===== src/rtl/mem_stage_pkg.sv =====
// Shared rv32 core package: op codes, stage bundles, memory-stage state
// and the store-lane helper functions used by mem_stage.
package core;

  typedef logic [31:0] word_t;
  typedef logic [3:0]  strb_t;
  typedef logic [4:0]  reg_addr_t;

  typedef enum logic [3:0] {
    NONE    = 4'd0,
    INTEGER = 4'd1,
    BRANCH  = 4'd2,
    JUMP    = 4'd3,
    LOAD_B  = 4'd4,
    LOAD_H  = 4'd5,
    LOAD_W  = 4'd6,
    LOAD_BU = 4'd7,
    LOAD_HU = 4'd8,
    STORE_B = 4'd9,
    STORE_H = 4'd10,
    STORE_W = 4'd11
  } op_t;

  // Execute -> memory bundle: 4 + 3 + 32 + 32 + 5 = 76 bits
  typedef struct packed {
    op_t        op;
    logic [2:0] br;
    word_t      alu;
    word_t      rs2;
    reg_addr_t  rd;
  } mm_t;

  typedef struct packed {
    word_t     data;
    reg_addr_t addr;
  } rd_t;

  // Memory -> write-back bundle: 4 + 32 + 5 = 41 bits
  typedef struct packed {
    op_t op;
    rd_t rd;
  } wb_t;

  typedef enum logic [1:0] {
    IDLE = 2'd0,
    REQ  = 2'd1,
    RESP = 2'd2
  } mem_state_t;

  localparam word_t DATA_BASE = 32'h0000_1000;
  localparam word_t DATA_SIZE = 32'h0000_1000;
  localparam word_t MMIO_BASE = 32'h8000_0000;

  function automatic logic isload(input op_t op);
    return (op == LOAD_B) || (op == LOAD_H) || (op == LOAD_W) ||
           (op == LOAD_BU) || (op == LOAD_HU);
  endfunction

  function automatic logic isstore(input op_t op);
    return (op == STORE_B) || (op == STORE_H) || (op == STORE_W);
  endfunction

  // Byte lanes touched by a store at the given byte offset
  function automatic strb_t strobe(input op_t op, input logic [1:0] off);
    strb_t s;
    case (op)
      STORE_W: s = 4'b1111;
      STORE_H: s = 4'b0011 << off;
      STORE_B: s = 4'b0001 << off;
      default: s = 4'b0000;
    endcase
    return s;
  endfunction

  // Store data replicated across lanes so the strobe alone selects bytes
  function automatic word_t store_data(input op_t op, input word_t rs2);
    word_t d;
    case (op)
      STORE_W: d = rs2;
      STORE_H: d = {2{rs2[15:0]}};
      STORE_B: d = {4{rs2[7:0]}};
      default: d = 32'h0000_0000;
    endcase
    return d;
  endfunction

  // Halves must sit on even offsets, words on offset 0
  function automatic logic misaligned(input op_t op, input logic [1:0] off);
    logic m;
    case (op)
      LOAD_H, LOAD_HU, STORE_H: m = off[0];
      LOAD_W, STORE_W:          m = (off != 2'b00);
      default:                  m = 1'b0;
    endcase
    return m;
  endfunction

  function automatic logic in_range(input word_t a);
    return ((a >= DATA_BASE) && (a < (DATA_BASE + DATA_SIZE))) || (a >= MMIO_BASE);
  endfunction

endpackage


===== src/rtl/mem_stage_load_align.sv =====
// Load alignment: picks the addressed byte/half out of the response word
// and sign- or zero-extends it to 32 bits.
module load_align
  import core::*;
(
  input  op_t        i_op,
  input  logic [1:0] i_off,
  input  word_t      i_word,
  output word_t      o_data
);

  logic [7:0]  w_byte;
  logic [15:0] w_half;

  // Lane selection and extension by load type
  always_comb begin
    w_byte = 8'h00;
    w_half = 16'h0000;
    o_data = 32'h0000_0000;
    case (i_off)
      2'd0:    w_byte = i_word[7:0];
      2'd1:    w_byte = i_word[15:8];
      2'd2:    w_byte = i_word[23:16];
      2'd3:    w_byte = i_word[31:24];
      default: w_byte = 8'h00;
    endcase
    if (i_off[1]) begin
      w_half = i_word[31:16];
    end else begin
      w_half = i_word[15:0];
    end
    case (i_op)
      LOAD_B:  o_data = {{24{w_byte[7]}}, w_byte};
      LOAD_BU: o_data = {24'h00_0000, w_byte};
      LOAD_H:  o_data = {{16{w_half[15]}}, w_half};
      LOAD_HU: o_data = {16'h0000, w_half};
      LOAD_W:  o_data = i_word;
      default: o_data = 32'h0000_0000;
    endcase
  end

endmodule


===== src/rtl/mem_stage.sv =====
// rv32 memory-access stage between execute and write-back.
// Optional build macro MEM_MISALIGN_TRAP_EN: when defined, misaligned
// halves/words take the fault path; otherwise the offset is rounded down.
module mem_stage
  import core::*;
#(
  parameter bit ADDR_LSB_CHECK = 1'b1
) (
  input  logic        clk,
  input  logic        resetn,
  input  logic        mm_valid,
  output logic        mm_ready,
  input  mm_t         mm,
  output logic        wb_valid,
  output wb_t         wb,
  output logic        dmem_req_valid,
  input  logic        dmem_req_ready,
  output logic        dmem_we,
  output logic [31:0] dmem_addr,
  output logic [31:0] dmem_wdata,
  output strb_t       dmem_strb,
  input  logic        dmem_rsp_valid,
  input  logic [31:0] dmem_rsp_data,
  output logic        fault
);

  mem_state_t r_state, w_state_nxt;
  logic       r_wb_valid, w_wb_valid_nxt;
  wb_t        r_wb, w_wb_nxt;
  logic       r_fault, w_fault_nxt;
  logic       r_req_valid, w_req_valid_nxt;
  logic       r_we, w_we_nxt;
  word_t      r_addr, w_addr_nxt;
  word_t      r_wdata, w_wdata_nxt;
  strb_t      r_strb, w_strb_nxt;
  op_t        r_op, w_op_nxt;
  logic [1:0] r_off, w_off_nxt;
  reg_addr_t  r_rd, w_rd_nxt;

  logic       w_is_mem;
  logic       w_misalign;
  logic       w_bad;
  logic [1:0] w_off_eff;
  word_t      w_load_data;
  logic       w_unused;

  assign w_unused = ^{1'b0, mm.br};
  assign w_is_mem = isload(mm.op) || isstore(mm.op);

`ifdef MEM_MISALIGN_TRAP_EN
  assign w_misalign = w_is_mem && misaligned(mm.op, mm.alu[1:0]);
  assign w_off_eff  = mm.alu[1:0];
`else
  assign w_misalign = 1'b0;
  // Misaligned halves/words silently round down to their natural boundary
  always_comb begin
    case (mm.op)
      LOAD_H, LOAD_HU, STORE_H: w_off_eff = {mm.alu[1], 1'b0};
      LOAD_W, STORE_W:          w_off_eff = 2'b00;
      default:                  w_off_eff = mm.alu[1:0];
    endcase
  end
`endif

  assign w_bad = w_misalign || (ADDR_LSB_CHECK && !in_range(mm.alu));

  load_align u_load_align (
    .i_op   (r_op),
    .i_off  (r_off),
    .i_word (dmem_rsp_data),
    .o_data (w_load_data)
  );

  // Next-state and next-output logic for the IDLE/REQ/RESP sequencer
  always_comb begin
    w_state_nxt     = r_state;
    w_wb_valid_nxt  = 1'b0;
    w_wb_nxt        = r_wb;
    w_fault_nxt     = 1'b0;
    w_req_valid_nxt = r_req_valid;
    w_we_nxt        = r_we;
    w_addr_nxt      = r_addr;
    w_wdata_nxt     = r_wdata;
    w_strb_nxt      = r_strb;
    w_op_nxt        = r_op;
    w_off_nxt       = r_off;
    w_rd_nxt        = r_rd;
    case (r_state)
      IDLE: begin
        if (mm_valid) begin
          if (!w_is_mem) begin
            w_wb_valid_nxt   = 1'b1;
            w_wb_nxt.op      = mm.op;
            w_wb_nxt.rd.data = mm.alu;
            w_wb_nxt.rd.addr = mm.rd;
          end else if (w_bad) begin
            w_fault_nxt      = 1'b1;
            w_wb_valid_nxt   = 1'b1;
            w_wb_nxt.op      = NONE;
            w_wb_nxt.rd.data = 32'h0000_0000;
            w_wb_nxt.rd.addr = 5'd0;
          end else begin
            w_req_valid_nxt = 1'b1;
            w_we_nxt        = isstore(mm.op);
            w_addr_nxt      = {mm.alu[31:2], 2'b00};
            w_wdata_nxt     = store_data(mm.op, mm.rs2);
            w_strb_nxt      = strobe(mm.op, w_off_eff);
            w_op_nxt        = mm.op;
            w_off_nxt       = w_off_eff;
            w_rd_nxt        = mm.rd;
            w_state_nxt     = REQ;
          end
        end else begin
          w_state_nxt = IDLE;
        end
      end
      REQ: begin
        if (dmem_req_ready) begin
          w_req_valid_nxt = 1'b0;
          if (r_we) begin
            w_wb_valid_nxt   = 1'b1;
            w_wb_nxt.op      = r_op;
            w_wb_nxt.rd.data = 32'h0000_0000;
            w_wb_nxt.rd.addr = 5'd0;
            w_state_nxt      = IDLE;
          end else begin
            w_state_nxt = RESP;
          end
        end else begin
          w_state_nxt = REQ;
        end
      end
      RESP: begin
        if (dmem_rsp_valid) begin
          w_wb_valid_nxt   = 1'b1;
          w_wb_nxt.op      = r_op;
          w_wb_nxt.rd.data = w_load_data;
          w_wb_nxt.rd.addr = r_rd;
          w_state_nxt      = IDLE;
        end else begin
          w_state_nxt = RESP;
        end
      end
      default: begin
        w_state_nxt     = IDLE;
        w_req_valid_nxt = 1'b0;
      end
    endcase
  end

  // State and output registers; reset abandons any in-flight access
  always_ff @(posedge clk or negedge resetn) begin
    if (!resetn) begin
      r_state     <= IDLE;
      r_wb_valid  <= 1'b0;
      r_wb        <= '0;
      r_fault     <= 1'b0;
      r_req_valid <= 1'b0;
      r_we        <= 1'b0;
      r_addr      <= 32'h0000_0000;
      r_wdata     <= 32'h0000_0000;
      r_strb      <= 4'b0000;
      r_op        <= NONE;
      r_off       <= 2'b00;
      r_rd        <= 5'd0;
    end else begin
      r_state     <= w_state_nxt;
      r_wb_valid  <= w_wb_valid_nxt;
      r_wb        <= w_wb_nxt;
      r_fault     <= w_fault_nxt;
      r_req_valid <= w_req_valid_nxt;
      r_we        <= w_we_nxt;
      r_addr      <= w_addr_nxt;
      r_wdata     <= w_wdata_nxt;
      r_strb      <= w_strb_nxt;
      r_op        <= w_op_nxt;
      r_off       <= w_off_nxt;
      r_rd        <= w_rd_nxt;
    end
  end

  assign mm_ready       = (r_state == IDLE);
  assign wb_valid       = r_wb_valid;
  assign wb             = r_wb;
  assign fault          = r_fault;
  assign dmem_req_valid = r_req_valid;
  assign dmem_we        = r_we;
  assign dmem_addr      = r_addr;
  assign dmem_wdata     = r_wdata;
  assign dmem_strb      = r_strb;

endmodule


===== config.mk =====
export PLATFORM = sky130hd
export DESIGN_NAME = mem_stage
export DESIGN_NICKNAME = d
export VERILOG_FILES = /design/src/rtl/mem_stage_pkg.sv /design/src/rtl/mem_stage_load_align.sv /design/src/rtl/mem_stage.sv
export SDC_FILE = /design/constraint.sdc
export NUM_CORES = 1
export LEC_CHECK = 0
export BUFFER_PORTS_ARGS = -buffer_cell sky130_fd_sc_hd__buf_2
export CAP_MARGIN = 20
export CORE_ASPECT_RATIO = 0.75
export CORE_MARGIN = 2
export CORE_UTILIZATION = 51
export DETAILED_ROUTE_END_ITERATION = 7
export PLACE_DENSITY = 0.8
export SYNTH_ARGS = -nofsm -noshare
export SYNTH_HDL_FRONTEND = slang
export SYNTH_SLANG_ARGS = --single-unit

===== constraint.sdc =====
create_clock -name clk -period 3.3 [get_ports clk]
set_input_delay 0.165 -clock clk [delete_from_list [all_inputs] [get_ports clk]]
set_output_delay 0.165 -clock clk [all_outputs]
set_load 0.01 [all_outputs]

# ---- After elaboration in Yosys (flattened, before gate mapping)
# Index checks and enable logic that the tools add are counted.
dict set report word_totals {
  ff_bits 124
  input_bits 113
  output_inout_bits 114
  elab_cells 100
}
dict set report op_classes {
  magnitude_cmp 3
  eq_ne 27
  n_shift 2
  mux 35
  bitwise 1
  n_reduce_logical 18
}
# cell count
set ops {}
lappend ops {{2-to-1 mux 41 bit} 6}
lappend ops {{case mux 32 bit (5 select lines)} 1}
lappend ops {{case mux 41 bit (3 select lines)} 1}
lappend ops {{case mux 32 bit (3 select lines)} 1}
lappend ops {{equality test 4 x 3 -> 1 bit (second input constant)} 8}
lappend ops {{greater-or-equal comparator 32 x 13 -> 1 bit (second input constant)} 1}
lappend ops {{greater-or-equal comparator 32 bit (second input constant)} 1}
lappend ops {{less-than comparator 32 x 14 -> 1 bit (second input constant)} 1}
lappend ops {{case mux 8 bit (4 select lines)} 1}
lappend ops {{equality test 4 bit (second input constant)} 5}
lappend ops {{2-to-1 mux 16 bit} 1}
lappend ops {{2-to-1 mux 1 bit} 13}
lappend ops {{2-to-1 mux 2 bit} 6}
lappend ops {{case mux 4 bit (3 select lines)} 1}
lappend ops {{logical OR 1 bit} 8}
lappend ops {{inequality test 2 bit (second input constant)} 4}
lappend ops {{equality test 2 bit (second input constant)} 3}
lappend ops {{inequality test 3 x 2 -> 1 bit (second input constant)} 2}
lappend ops {{case mux 1 bit (3 select lines)} 2}
lappend ops {{case mux 2 bit (3 select lines)} 1}
lappend ops {{AND reduction 6 bit} 1}
lappend ops {{AND reduction 5 bit} 1}
lappend ops {{equality test 2 x 1 -> 1 bit (second input constant)} 2}
lappend ops {{logical NOT 2 bit} 2}
lappend ops {{12 further kinds} 13}

# ---- Depth between registers and ports, before layout
# Gate-level depths: netlist of the first run.
dict set report depth {
  ltp_word 9
  ltp_mapped 10
}

# ---- Modules after synthesis
# Synthesis of the first run repeated with hierarchy kept, for this count alone.
dict set report unflattened {
  hier_cells 552
  area_unflattened_um2 6667.6
}
# mod instances cells_each area_per_inst_um2 seq_area_each_um2
set by_module_without_submodules {}
lappend by_module_without_submodules {mem_stage 1 443 5770.5 3103.0}
lappend by_module_without_submodules {load_align 1 109 897.1 0.0}

# ---- Least setup slack after synthesis of the first run
# OpenSTA, ideal clock, no wires.
dict set report synth_path {
  kind {reg-to-reg}
  start {register r_state[0]}
  end {register r_wb (netlist bit wb[17])}
  arrival_time_ns 2.187
  t_required_ns 3.175
  setup_slack_ns 0.988
  path_stages_with_launch 11
  path_buffers 3
  period_less_slack_ns 2.312
  path_cell_list {dfrtp_1 inv_1 ha_1 clkbuf_1 and2_0 buf_1 o21ai_1 clkbuf_1 a31oi_1 a221o_1 mux2_4}
}
dict set report synth_via {
  elab_chain_cells 3
}
# element line
set synth_lines {}
lappend synth_lines {{from (decl)} mem_stage.sv:27} ;# mem_state_t r_state, w_state_nxt;
lappend synth_lines {{from (signal assigned)} mem_stage.sv:167} ;# r_state <= w_state_nxt;
lappend synth_lines {{equality test 2 x 1 -> 1 bit, or another cell as far along} mem_stage.sv:88} ;# case (r_state)
lappend synth_lines {{inequality test 2 bit (no source line), or another cell as far along} --}
lappend synth_lines {{AND reduction 6 bit (no source line)} --}
lappend synth_lines {{to (signal assigned)} mem_stage.sv:169} ;# r_wb <= w_wb_nxt;
lappend synth_lines {{to (decl)} mem_stage.sv:29} ;# wb_t r_wb, w_wb_nxt;
# Parallel ways exist; a longest one is shown, timed or not.
# A chain may end at the register's enable or synchronous reset.

# ---- Worst setup path after layout of the first run
dict set report layout_path {
  start {register r_state[0]}
  end {register r_wb (netlist bit wb[8])}
}
# The elaborated chain is that of the path after synthesis.

==> run metrics, run 1 <==
status finished, final reports clean; Clock Pin Slew Worst Setup and Hold Paths 0.06 ns; total number of yosys warnings 0; register area share after synthesis 0.452; I/O pin count 227; initial antenna violation count 1; placed cell count 963; DRC 0; Synth async-reset ratio 1.00; Pre-antenna DRT Iters 8; die area 14,400 um2; DRT iter0 DRCs 724; Hold Vio Cnt, Final 0; number of H-tree levels 4; Avg Cell Area, Syn 11.3 um2; GRT Residual Overflow 0; Initial Util 0.526; first-pass GRT wire length 34,400 um; Slew HR 0.388; Final #Nets 941; top_reg_cell synth dfrtp_1; crit path time final 2.77 ns; Post-synth EDFFs 0; VDD IR-drop max 0.705 mV; vias per inst 6.16; final core occ 0.672; number of port buffers 221; Post-CTS Setup Bufs 0; DR WL/cell 22.1 um; leak pwr 4.21 nW; Die X 138 um; Critical Path RT 3.59 ns; max cap viols 0; f_max 0.362 GHz; share of layout cells above drive strength 1 0.456; CP max FO 34; P&R area growth vs syn 27.8%; Distinct cells, synth 56; WP data arrival 3.05 ns; CTS tree done; total CTS buffers 17; Fin Setup TNS 0 ns; vias in the first global route 6,216; Fin Clk Skew 0.0135 ns; CTS Root Cell clkbuf_16; Inserted Diodes 0; CTS max path bufs 2; HP Class input port to flip-flop; Max Slew Vio Count 0; pwr/cell area 920 nW/um2; All-Layer GR Usage 0.305; post-cts resize count 0; synthesized cell area 6870 um2; clock sink count 124; hold path cells 2; Slew @ Worst Pin 0.911 ns; cells after synthesis 606; HPWL Detailed 15,900 um; Setup crit start kind flip-flop; commonest cells after routing, fill and taps aside 220 x buf_2, 124 x dfrtp_1, 66 x mux2_2; final setup vio count 0; FP Rows 36; DR vias 6,206; Core Box Area 13,100 um2; most common cell after layout, fill and taps aside buf_2; Final Cycle Share 0.838; Routed WL 22,300 um; largest net degree at the start of global routing 74; reg2reg path depth 8; GPL Wtd Cong 0.939; Die Y 105 um; Final Non-Filler Cells 1,008; Seq cells post-synth 124; power after layout 8.08 mW; kind of critical path flip-flop to flip-flop; CP Capture Type flip-flop; Post-DRT Antenna Nets 0; worst skew pair latency 0.42 ns; unrepaired setup endpoints after global routing false
## routing by layer
metal / up-vias / GRT usage / part of all wire
li1: 2744 / - / -
met1: 3038 / 0.433 / 0.42
met2: 376 / 0.454 / 0.46
met3: 46 / 0.0856 / 0.10
met4: 2 / 0.0984 / 0.020
met5: - / 0 / 0.00049
## metrics by stage
| stage | cell area [um2] | hold slack (ns) | worst slack (ns) |
|---|---|---|---|
| detailed placement | 8070 | 0.250 | 0.623 |
| floorplan | 6880 | -0.131 | 0.988 |
| CTS | 8780 | 0.00148 | 0.601 |
| finish | 8780 | 0.0187 | 0.534 |
| global route | 8780 | 0.0101 | 0.412 |
| global placement | 8070 | 0.237 | 0.683 |
## critical path, stage by stage (launching register included)
cell and delay [ns]:
dfrtp_1 0.39, inv_1 0.08, ha_1 0.29, nand2b_1 0.13
nor3b_1 0.18, and3_1 0.46, and2_4 0.71, buf_4 0.27
a31oi_1 0.10
## where the power goes
group          switching, mW  internal, mW  total, mW
sequential             0.470          2.12       2.59
clock                  0.728          1.13       1.86
combinational           1.89          1.74       3.63
## sequential cells by signal, summed over array words and instances (netlist names)
signal	count
wb	41
dmem_wdata	32
dmem_addr	30
r_rd	5
dmem_strb	4
r_op	4
r_off	2
r_state	2
dmem_req_valid	1
dmem_we	1
fault	1
wb_valid	1
## final cells by class
type / instances / area [um2]
clock buffer: 19 / 443
clock inverter: 13 / 144
fill: 1034 / 4280
inverter: 8 / 30.0
multi-input combinational: 425 / 3480
sequential: 124 / 3100
tap: 171 / 214
timing repair buffer: 248 / 1370
## logic make-up (layout without fill, tap and decap cells)
family | Yosys count | count (layout) | share of synthesized area
AOI/OAI and AO/OA | 187 | 187 | 0.195
DFF | 124 | 124 | 0.452
and+or+nand+nor | 119 | 119 | 0.0901
muxes | 110 | 110 | 0.208
buffers and inverters | 58 | 288 | 0.0437
adders and majority gates | 4 | 4 | 0.00728
xor gates and xnor gates | 3 | 3 | 0.00382
other | 1 | 2 | 0.000546
## Yosys cell counts (4+ instances only)
cell       number  area, um2
a31oi_1        16        100
a21oi_1        15       75.1
dfrtp_1       124       3100
mux2_4         32        480
o21ai_1         4       20.0
a22oi_1        41        308
o21ai_0        34        170
nand3_1        19       95.1
nand2_1        39        146
nand2b_1        4       25.0
nor2_1         14       52.6
mux2_2         66        743
o211ai_1        9       67.6
a21boi_0        9       67.6
nor2b_1         6       37.5
buf_2          18       90.1
inv_1           8       30.0
ha_1            4       50.1
nor3_1          7       35.0
a22o_1         19        166
a221o_1         8       80.1
mux2i_1         5       50.1
nand3b_1        6       45.0
nor4_1          7       43.8
o2bb2ai_1      16        140
mux4_2          7        158
clkbuf_1       22       82.6
## path summary, 6_finish.rpt
| path | slack [ns] | startpoint | end |
|---|---|---|---|
| max in group asynchronous | 2.11 | resetn | wb[18] |
| worst min-delay path | 0.02 | mm[48] | dmem_addr[11] |
| min in group asynchronous | 0.33 | resetn | dmem_wdata[22] |
| worst max-delay path | 0.53 | r_state[0] | wb[8] |
| worst max register to register | 0.53 | r_state[0] | wb[8] |
| worst min register to register | 0.49 | dmem_wdata[31] | dmem_wdata[31] |
## repair_timing
item	in CTS	in global routing
hold buffers	12	0
endpoints found under the setup margin	0	0
hold endpoints to repair	63	0
Note: power is estimated with default switching activity, not from simulation.
==> run 2: changes to the inputs <==
clock period = 2.85 ns   (was 3.3 ns; I/O delays follow)
==> run 2 against run 1 <==
  * Setup slack lost 0.27 ns
  * Flip-flop and latch count unchanged
  * Worst hold slack got worse by 0.0011 ns
  * Clock-buffer cell count is the same
  * Design area grew 2.3%
  * Critical path depth stayed put
  * Sequential share of layout area decreased by 0.80 points
  * Combinational power increased by 20%
  * Clock skew fell by 0.0060 ns
  * Via count grew 2.6%
==> run metrics, run 2 (same netlist as run 1, synthesis figures left out) <==
status finished, final reports clean; dpl cell area 8120 um2 (+0.59%); GRT Residual Overflow 0 (unchanged); final setup vio count 0 (unchanged); Max Slew Vio Count 0 (unchanged); CTS max path bufs 2 (unchanged); P&R area growth vs syn 30.8%; Fin Setup TNS 0 ns (unchanged); post-route cell area 8990 um2 (+2.3%); HPWL Detailed 16,200 um (+1.5%); All-Layer GR Usage 0.316 (+0.0107); Crit path depth 8 (unchanged); number of port buffers 221 (unchanged); commonest cells after routing, fill and taps aside 220 x buf_2, 124 x dfrtp_1, 66 x mux2_2; Post-CTS Setup Bufs 0 (unchanged); power after layout 9.55 mW (+18%); Comb power frac 0.455 (+0.005); Fillers 1,024 (-0.97%); Register Area 3100 um2 (unchanged); Hold Vio Cnt, Final 0 (unchanged); Setup crit start kind input port; vias per inst 6.19 (+0.48%); Post-DRT Antenna Nets 0 (unchanged); Slew HR 0.360 (-0.0283); CTS tree done; Worst path slowest cell or3_1; Clock Pin Slew Worst Setup and Hold Paths 0.06 ns (about the same); CP max stage delay 0.58 ns (-0.13 ns); leak pwr 4.31 nW (+2.5%); WP buf/inv 3 (+1); Final Cycle Share 0.906; Reg2Reg Setup Slack 0.31 ns (-0.22 ns); Critical Path RT 3.16 ns (-0.43 ns); area occupied by multi-input gates 3480 um2 (unchanged); max cap viols 0 (unchanged); worst skew pair latency 0.42 ns (about the same); Final #Nets 961 (+2.1%); Pre-antenna DRT Iters 5 (-3); Core Box Area 13,100 um2 (unchanged); FP Rows 36 (unchanged); GPL Wtd Cong 0.949 (+0.97%); reg2reg path depth 7 (-1); CP max FO 24 (-29%); Int Power 5.96 mW (+19%); HP Class input port to flip-flop; Die Y 105 um (unchanged); # hold bufs at CTS 24 (+12); DRC 0 (unchanged); Initial Util 0.526 (unchanged); WP data arrival 2.89 ns (-0.16 ns); Switching Power 3.59 mW (+16%); kind of critical path input port to flip-flop; CP Capture Type flip-flop; sw frac 0.376 (-0.00608); largest net degree at the start of global routing 75 (+1.4%); most common cell after layout, fill and taps aside buf_2; hold path cells 3 (+1); I/O pin count 227 (unchanged); initial antenna violation count 3 (+2); crit path time final 2.58 ns; Setup WS pre-CTS 0.368 ns (-0.256 ns); Routed WL 22,600 um (+1.4%); clock network fraction of total power 0.237 (+0.007); Die X 138 um (unchanged); die area 14,400 um2 (unchanged); f_max 0.387 GHz; DR vias 6,366 (+2.6%); CTS Root Cell clkbuf_16; cells along the critical path dlygate4sd3_1 > buf_2 > nor4_1 > nand3_1 > or3_1 > and2_4 > buf_12 > mux2_4; first-pass GRT wire length 35,600 um (+3.3%); Worst Hold Slack 0.0177 ns (-0.00108 ns); clock sink count 124 (unchanged); share of layout cells above drive strength 1 0.456 (about the same); delay-heaviest family, CP simple AND/OR/NAND/NOR gates; Slew @ Worst Pin 0.961 ns (+0.0495 ns); fin worst setup slack 0.268 ns (-0.266 ns); vias in the first global route 6,356 (+2.3%); pwr/cell area 1060 nW/um2 (+15%); DR WL/cell 21.9 um (-0.70%); max reg flops 41 (unchanged); VDD IR-drop max 0.610 mV (-13%); DRT iter0 DRCs 865 (+19%); post-cts resize count 0 (unchanged); total CTS buffers 17 (unchanged); unrepaired setup endpoints after global routing false; Flop pwr share 0.308 (-0.012); number of H-tree levels 4 (unchanged); Fin Clk Skew 0.00746 ns (-0.00601 ns)
## run 2: final cells by class
| class | instances | area share |
|---|---|---|
| antenna | 1 | 0.000278 |
| clock buffer | 19 | 0.0504 |
| clock inverter | 13 | 0.0185 |
| inverter | 8 | 0.00334 |
| multi-input combinational | 425 | 0.388 |
| sequential | 124 | 0.345 |
| tap | 171 | 0.0238 |
| timing repair buffer | 268 | 0.171 |
## run 2: metrics by stage
step / std cells / utilization
final: 1029 / 0.688
after global routing: 1029 / 0.688
after CTS: 1027 / 0.687
after detailed placement: 971 / 0.621
after global placement: 971 / 0.621
after floorplan: 607 / -
## run 2: per-layer routing
metal,global-route usage,part of all wire,wire length [um],vias up
met5,0,0.0018,40,-
met4,0.128,0.032,721,2
met3,0.100,0.10,2370,69
met2,0.458,0.44,9970,407
met1,0.440,0.42,9490,3107
li1,-,-,-,2781
## run 2: final timing paths
kind,from,to
max,mm[59],wb[23]
min,mm[38],wb[6]
max reg2reg,r_state[0],wb[12]
min reg2reg,dmem_wdata[29],dmem_wdata[29]
max in group asynchronous,resetn,dmem_wdata[5]
min in group asynchronous,resetn,dmem_wdata[20]
## run 2: tightest hold or removal path, stage by stage
cell     delay, ns
buf_2         0.13
nand2_1       0.06
a31oi_1       0.07
## run 2: power by group through the flow
stage	logic (mW)	registers (mW)	clock network [mW]
3_3_place_gp	4.09	2.89	0
5_1_grt	4.64	3.03	2.37
6_report	4.34	2.94	2.27
4_1_cts	4.27	2.92	2.30
3_5_place_dp	4.22	2.94	0
2_1_floorplan	2.69	3.09	0
